File: src/rtl/edp_diag_pkg.sv
// Shared types and sizes for the EBUS-side EDP diagnostic reader.
package edp_diag_pkg;

    localparam int unsigned DIAG_SEL_W = 3;
    localparam int unsigned EBUS_W     = 36;
    localparam int unsigned NUM_SEL    = 8;

    typedef enum logic [2:0] {
        StIdle,
        StSetup,
        StSettle,
        StCapture,
        StGap,
        StDone
    } state_e;

endpackage

File: src/rtl/edp_diag_reader_if.sv
// Front-end request/readback and EBUS diagnostic signals of the EDP diag reader.
// master: console front end plus the EDP slices; slave: the reader itself.
interface edp_diag_reader_if;
    import edp_diag_pkg::*;

    logic                  start_h;
    logic                  burst_h;
    logic [DIAG_SEL_W-1:0] func_sel_h;
    logic                  abort_h;
    logic [EBUS_W-1:0]     ebus_d_h;
    logic                  diag_read_func_12x_h;
    logic                  diag_04_a_h;
    logic                  diag_05_a_h;
    logic                  diag_06_a_h;
    logic                  busy_h;
    logic                  done_h;
    logic                  aborted_h;
    logic [EBUS_W-1:0]     data_h;
    logic [DIAG_SEL_W-1:0] rd_idx_h;
    logic [EBUS_W-1:0]     rd_data_h;
    logic [NUM_SEL-1:0]    valid_h;

    modport master (
        output start_h, burst_h, func_sel_h, abort_h, ebus_d_h, rd_idx_h,
        input  diag_read_func_12x_h, diag_04_a_h, diag_05_a_h, diag_06_a_h,
        input  busy_h, done_h, aborted_h, data_h, rd_data_h, valid_h
    );

    modport slave (
        input  start_h, burst_h, func_sel_h, abort_h, ebus_d_h, rd_idx_h,
        output diag_read_func_12x_h, diag_04_a_h, diag_05_a_h, diag_06_a_h,
        output busy_h, done_h, aborted_h, data_h, rd_data_h, valid_h
    );

endinterface

File: src/rtl/edp_diag_buf.sv
// 8 x 36 capture buffer with per-entry valid bits and a combinational read port.
module edp_diag_buf
    import edp_diag_pkg::*;
(
    input  logic                  clk,
    input  logic                  rst,
    input  logic                  we,
    input  logic [DIAG_SEL_W-1:0] idx,
    input  logic [EBUS_W-1:0]     data,
    input  logic                  clr_valid,
    input  logic [DIAG_SEL_W-1:0] rd_idx,
    output logic [EBUS_W-1:0]     rd_data,
    output logic [NUM_SEL-1:0]    valid
);

    logic [EBUS_W-1:0]  mem_q [NUM_SEL];
    logic [NUM_SEL-1:0] valid_q, valid_d;

    // Storage is not reset; only the valid mask says which entries mean anything.
    always_ff @(posedge clk) begin
        if (we) begin
            mem_q[idx] <= data;
        end
    end

    // Clear-all happens first so a clear and a write in one cycle leave only the new entry.
    always_comb begin
        valid_d = valid_q;
        if (clr_valid) begin
            valid_d = '0;
        end
        if (we) begin
            valid_d[idx] = 1'b1;
        end
    end

    // Valid mask register.
    always_ff @(posedge clk) begin
        if (rst) begin
            valid_q <= '0;
        end else begin
            valid_q <= valid_d;
        end
    end

    assign rd_data = mem_q[rd_idx];
    assign valid   = valid_q;

endmodule

File: src/rtl/edp_diag_reader.sv
// EBUS-side initiator for EDP diagnostic reads: drives the read function and
// select to the EDP slices, waits for EBUS to settle, then captures the word.
module edp_diag_reader
    import edp_diag_pkg::*;
#(
    parameter int unsigned SETTLE_CYC = 4,
    parameter int unsigned CNT_W      = 4
) (
    input logic              clk_h,
    input logic              crobar_h,
    edp_diag_reader_if.slave bus
);

    localparam logic [CNT_W-1:0]      SettleLoad = CNT_W'(SETTLE_CYC - 1);
    localparam logic [DIAG_SEL_W-1:0] LastSel    = DIAG_SEL_W'(NUM_SEL - 1);

    state_e                state_q, state_d;
    logic [CNT_W-1:0]      cnt_q, cnt_d;
    logic [DIAG_SEL_W-1:0] sel_q, sel_d;
    logic                  burst_q, burst_d;
    logic                  aborted_q, aborted_d;
    logic [EBUS_W-1:0]     data_q;
    logic                  cap_we;
    logic                  clr_valid;
    logic                  sel_active;

    // State, counter, select and captured-word registers.
    always_ff @(posedge clk_h) begin
        if (crobar_h) begin
            state_q   <= StIdle;
            cnt_q     <= '0;
            sel_q     <= '0;
            burst_q   <= 1'b0;
            aborted_q <= 1'b0;
            data_q    <= '0;
        end else begin
            state_q   <= state_d;
            cnt_q     <= cnt_d;
            sel_q     <= sel_d;
            burst_q   <= burst_d;
            aborted_q <= aborted_d;
            if (cap_we) begin
                data_q <= bus.ebus_d_h;
            end
        end
    end

    // Next-state logic; abort overrides every transition out of a busy state.
    always_comb begin
        state_d   = state_q;
        cnt_d     = cnt_q;
        sel_d     = sel_q;
        burst_d   = burst_q;
        aborted_d = 1'b0;
        cap_we    = 1'b0;
        clr_valid = 1'b0;

        unique case (state_q)
            StIdle: begin
                if (bus.start_h) begin
                    burst_d   = bus.burst_h;
                    sel_d     = bus.burst_h ? '0 : bus.func_sel_h;
                    clr_valid = bus.burst_h;
                    state_d   = StSetup;
                end
            end
            StSetup: begin
                cnt_d   = SettleLoad;
                state_d = StSettle;
            end
            StSettle: begin
                if (cnt_q == '0) begin
                    state_d = StCapture;
                end else begin
                    cnt_d = cnt_q - 1'b1;
                end
            end
            StCapture: begin
                cap_we  = 1'b1;
                state_d = (!burst_q || sel_q == LastSel) ? StDone : StGap;
            end
            StGap: begin
                sel_d   = sel_q + 1'b1;
                state_d = StSetup;
            end
            StDone: begin
                state_d = StIdle;
            end
            default: begin
                state_d = StIdle;
            end
        endcase

        // An abort must not disturb data_h or the buffer, so the capture is suppressed too.
        if (state_q != StIdle && bus.abort_h) begin
            state_d   = StIdle;
            sel_d     = sel_q;
            cap_we    = 1'b0;
            clr_valid = 1'b0;
            aborted_d = 1'b1;
        end
    end

    // Select is driven from SETUP through GAP; it only moves while the function is low.
    always_comb begin
        sel_active = (state_q == StSetup) || (state_q == StSettle) ||
                     (state_q == StCapture) || (state_q == StGap);
    end

    assign bus.diag_read_func_12x_h = (state_q == StSettle) || (state_q == StCapture);
    assign bus.diag_04_a_h          = sel_active & sel_q[2];
    assign bus.diag_05_a_h          = sel_active & sel_q[1];
    assign bus.diag_06_a_h          = sel_active & sel_q[0];
    assign bus.busy_h               = sel_active;
    assign bus.done_h               = (state_q == StDone);
    assign bus.aborted_h            = aborted_q;
    assign bus.data_h               = data_q;

    edp_diag_buf u_buf (
        .clk       (clk_h),
        .rst       (crobar_h),
        .we        (cap_we),
        .idx       (sel_q),
        .data      (bus.ebus_d_h),
        .clr_valid (clr_valid),
        .rd_idx    (bus.rd_idx_h),
        .rd_data   (bus.rd_data_h),
        .valid     (bus.valid_h)
    );

endmodule

File: src/flat_wrapper.sv
// flat-port wrapper written by rule: the top's interface ports become plain ports
module edp_diag_reader_flat import edp_diag_pkg::*;
#(
    parameter int unsigned SETTLE_CYC = 4,
    parameter int unsigned CNT_W      = 4
)
  (clk_h, crobar_h, bus_start_h, bus_burst_h, bus_func_sel_h, bus_abort_h, bus_ebus_d_h, bus_rd_idx_h, bus_diag_read_func_12x_h, bus_diag_04_a_h, bus_diag_05_a_h, bus_diag_06_a_h, bus_busy_h, bus_done_h, bus_aborted_h, bus_data_h, bus_rd_data_h, bus_valid_h);
  edp_diag_reader_if bus_i ();
  input logic clk_h;
  input logic crobar_h;
  input wire logic [$bits(bus_i.start_h)-1:0] bus_start_h;
  input wire logic [$bits(bus_i.burst_h)-1:0] bus_burst_h;
  input wire logic [$bits(bus_i.func_sel_h)-1:0] bus_func_sel_h;
  input wire logic [$bits(bus_i.abort_h)-1:0] bus_abort_h;
  input wire logic [$bits(bus_i.ebus_d_h)-1:0] bus_ebus_d_h;
  input wire logic [$bits(bus_i.rd_idx_h)-1:0] bus_rd_idx_h;
  output wire logic [$bits(bus_i.diag_read_func_12x_h)-1:0] bus_diag_read_func_12x_h;
  output wire logic [$bits(bus_i.diag_04_a_h)-1:0] bus_diag_04_a_h;
  output wire logic [$bits(bus_i.diag_05_a_h)-1:0] bus_diag_05_a_h;
  output wire logic [$bits(bus_i.diag_06_a_h)-1:0] bus_diag_06_a_h;
  output wire logic [$bits(bus_i.busy_h)-1:0] bus_busy_h;
  output wire logic [$bits(bus_i.done_h)-1:0] bus_done_h;
  output wire logic [$bits(bus_i.aborted_h)-1:0] bus_aborted_h;
  output wire logic [$bits(bus_i.data_h)-1:0] bus_data_h;
  output wire logic [$bits(bus_i.rd_data_h)-1:0] bus_rd_data_h;
  output wire logic [$bits(bus_i.valid_h)-1:0] bus_valid_h;
  assign bus_i.start_h = bus_start_h;
  assign bus_i.burst_h = bus_burst_h;
  assign bus_i.func_sel_h = bus_func_sel_h;
  assign bus_i.abort_h = bus_abort_h;
  assign bus_i.ebus_d_h = bus_ebus_d_h;
  assign bus_i.rd_idx_h = bus_rd_idx_h;
  assign bus_diag_read_func_12x_h = bus_i.diag_read_func_12x_h;
  assign bus_diag_04_a_h = bus_i.diag_04_a_h;
  assign bus_diag_05_a_h = bus_i.diag_05_a_h;
  assign bus_diag_06_a_h = bus_i.diag_06_a_h;
  assign bus_busy_h = bus_i.busy_h;
  assign bus_done_h = bus_i.done_h;
  assign bus_aborted_h = bus_i.aborted_h;
  assign bus_data_h = bus_i.data_h;
  assign bus_rd_data_h = bus_i.rd_data_h;
  assign bus_valid_h = bus_i.valid_h;
  edp_diag_reader #(.SETTLE_CYC(SETTLE_CYC), .CNT_W(CNT_W)) u_core (.clk_h(clk_h), .crobar_h(crobar_h), .bus(bus_i));
endmodule
File: config.mk
export PLATFORM = sky130hd
export DESIGN_NAME = edp_diag_reader_flat
export DESIGN_NICKNAME = d
export VERILOG_FILES = /design/src/rtl/edp_diag_pkg.sv /design/src/rtl/edp_diag_reader_if.sv /design/src/rtl/edp_diag_buf.sv /design/src/rtl/edp_diag_reader.sv /design/src/flat_wrapper.sv
export SDC_FILE = /design/constraint.sdc
export NUM_CORES = 1
export LEC_CHECK = 0
export ABC_AREA = 1
export BUFFER_PORTS_ARGS = -buffer_cell sky130_fd_sc_hd__buf_2
export CAP_MARGIN = 20
export CORE_MARGIN = 2
export CORE_UTILIZATION = 43
export CTS_CLUSTER_DIAMETER = 120
export CTS_CLUSTER_SIZE = 25
export DETAILED_ROUTE_END_ITERATION = 7
export GPL_ROUTABILITY_DRIVEN = 0
export GPL_TIMING_DRIVEN = 0
export HOLD_SLACK_MARGIN = 0.1
export PLACE_DENSITY = 0.58
export SLEW_MARGIN = 40
export SYNTH_ARGS = -nofsm -noshare
export SYNTH_HDL_FRONTEND = slang
export SYNTH_SLANG_ARGS = --single-unit
File: constraint.sdc
create_clock -name clk_h -period 4.9 [get_ports clk_h]
set_input_delay 0.98 -clock clk_h [delete_from_list [all_inputs] [get_ports clk_h]]
set_output_delay 0.98 -clock clk_h [all_outputs]
set_load 0.01 [all_outputs]
==> impl_metrics.json <==
{
  "outcome": "complete, no violations",
  "maxSlewViolCount": 0,
  "crit_family": "buffers and inverters",
  "io_buffers": 130,
  "path_max_fanout": 10,
  "synth_area_um2": 13300,
  "row_count": 64,
  "rsz0062_at_grt": "false",
  "drv_cap": 0,
  "ys_ff_latch": 344,
  "synthCells": 1123,
  "synth-edff-count": 288,
  "cts_root_buf": "clkbuf_16",
  "synthArstFlopShare": 0,
  "place_ws_ns": 1.47,
  "ioPinCount": 134,
  "max-clock-path-buffers": 3,
  "drtAntennaViolNets": 0,
  "dr.pass1.iters": 5,
  "diodes": 0,
  "holdBufCountCts": 0,
  "cp_data_required_time_ns": 3.92,
  "fill_cells": 2752,
  "coreArea_um2": 30500,
  "tightestPinTransition_ns": 0.664,
  "period_share": 0.699,
  "cts_setup_buffers": 0,
  "crit_path_start_kind": "input port",
  "utilization": 0.495,
  "wl_mm": 32.4,
  "drive_gt1_frac": 0.161,
  "grt_pass1_wl_mm": 49.7,
  "htreeDepth": 1,
  "end_kind": "output port",
  "synth_flop_cell": "edfxtp_1",
  "setup_viol": 0,
  "setup_tns_ns": 0,
  "clock_sinks": 344,
  "synth.distinct_cells": 25,
  "synth_nets": 1174,
  "drc": 0,
  "cts.reportedPaths.clkPinSlew_ns": 0.10,
  "crit_type": "input port to output port",
  "clk_latency_ns": 0.51,
  "syn2layout_area_growth_pct": 13.4,
  "die_h_um": 180,
  "numCtsBuffers": 17,
  "fin_ws_ns": 1.48,
  "hpwlAfterDp_mm": 20.9,
  "postCtsResizedCells": 0,
  "grt_pass1_vias": 8762,
  "drtIter0Drc": 762,
  "wl_per_cell_um": 19.2,
  "grtUsageTotal": 0.197,
  "crit_chain": "buf_2 -> clkinv_1 -> clkbuf_1 -> nand2_1 -> nand2_1 -> buf_2",
  "power_density_nw_per_um2": 361,
  "die_x_um": 180,
  "cp_slowest_stage_delay_ns": 0.41,
  "slowest_stage": "clkbuf_1",
  "path_buf_inv": 4,
  "nets": 1330,
  "fmax_mhz": 292,
  "skew_ns": 0.00916,
  "antenna_found_initial": 1,
  "hold_viol": 0,
  "synth-seq-area-share": 0.733,
  "cts_tree": "yes",
  "grt_max_degree": 37,
  "stdcell_count": 1685,
  "slew_headroom": 0.557,
  "peakVddDrop_mv": 0.207,
  "yosys_warnings": 0,
  "power_mw": 5.46,
  "post-place-cells": 1656,
  "multi_input_area_um2": 3080,
  "avgSynthCellArea_um2": 11.9,
  "vias_per_cell": 5.25,
  "vias": 8843,
  "crit_arrival_ns": 2.44,
  "power_leakage_nw": 5.44,
  "start_util": 0.437,
  "fin_crit_ns": 3.42,
  "register_area_um2": 9770,
  "die_area_um2": 32400,
  "hold_class": "flip-flop to flip-flop",
  "grt-ovfl-total": 0
}
-- synthesized netlist by cell type (4+ instances only) --
library cell	count	share of area
o22ai_1	73	0.034
o21ai_0	164	0.062
buf_1	5	0.0014
clkbuf_1	28	0.0079
nand2_1	152	0.043
nor3_1	5	0.0019
nand3_1	8	0.0030
a21oi_1	13	0.0049
o21ai_1	20	0.0075
dfxtp_1	56	0.084
inv_1	25	0.0070
ha_1	4	0.0038
buf_2	17	0.0064
buf_4	10	0.0056
edfxtp_1	288	0.65
buf_6	6	0.0051
nor2_1	236	0.067
-- cells in the final DEF, fill, tap and decap left out, types with 5 or more instances in the layout --
master | synthesis | final
buf_1 | 5 | 5
buf_12 | 0 | 6
edfxtp_1 | 288 | 288
clkbuf_16 | 0 | 17
buf_2 | 17 | 147
nor3_1 | 5 | 5
nand2_1 | 152 | 152
buf_4 | 10 | 10
nor2_1 | 236 | 236
inv_1 | 25 | 17
buf_6 | 6 | 6
o22ai_1 | 73 | 73
o21ai_1 | 20 | 20
dfxtp_1 | 56 | 56
inv_4 | 1 | 9
a21oi_1 | 13 | 13
nand3_1 | 8 | 8
clkbuf_1 | 28 | 39
o21ai_0 | 164 | 164
-- per-layer routing --
metal  up-vias  global-route usage  routed length [um]  part of all wire
met4         0              0.0475                 587             0.018
met3        34              0.0239                1830             0.057
met2       278               0.331               15500              0.48
met5         -                   0                   0                 0
li1       4271                   -                   -                 -
met1      4260               0.274               14500              0.45
-- worst register-to-register path: stages (launching register included) --
cell	delay, ns
dfxtp_1	0.42
inv_2	0.09
nor2_4	0.12
nand2_2	0.09
inv_2	0.21
buf_6	0.18
nand2_1	0.12
inv_4	0.45
-- registers in the layout, indices dropped and copies added (netlist names) --
signal,flops
u_core.burst_q,1
u_core.bus.aborted_h,1
u_core.bus.data_h,36
u_core.cnt_q,4
u_core.sel_q,3
u_core.state_q,3
u_core.u_buf.mem_q,288
u_core.u_buf.valid,8
-- worst paths after layout --
check,from,to,slack [ns],cells after the start
max,bus_rd_idx_h[2],bus_rd_data_h[33],1.48,6
min,u_core.burst_q,u_core.burst_q,0.47,2
max reg2reg,u_core.state_q[0],u_core.u_buf.mem_q[5][19],2.83,7
min reg2reg,u_core.burst_q,u_core.burst_q,0.47,2
-- cell families (layout without fill, tap and decap cells) --
kind of cell	Yosys count	after routing	synth area share
AND/OR/NAND/NOR	408	408	0.119
flip-flops	344	344	0.733
AO/OA/AOI/OAI	271	271	0.109
buffers and inverters	96	262	0.0350
adder cells (fa/ha/maj)	4	4	0.00376
-- final cells by class --
class / instances / area share
repair buffers: 137 / 0.0528
multi-input cells: 683 / 0.204
flip-flops and latches: 344 / 0.647
inverters: 30 / 0.00894
well taps: 396 / 0.0328
plain buffers: 66 / 0.0233
clock inverters: 1 / 0.000580
clock buffers: 28 / 0.0309
-- power by group --
group	internal [mW]	leakage, nW	switching [mW]
logic	0.210	2.17	0.437
clock network	0.664	0.227	0.873
registers	3.23	3.04	0.0440
total	4.10	5.44	1.35
-- stage by stage --
stage,hold WS [ns],cell area (um2)
after floorplan,0.434,13300
after global placement,0.451,14500
after detailed placement,0.454,14600
after CTS,0.470,15100
after global routing,0.482,15100
final,0.466,15100
No activity file was read; power rests on OpenSTA's default activity.
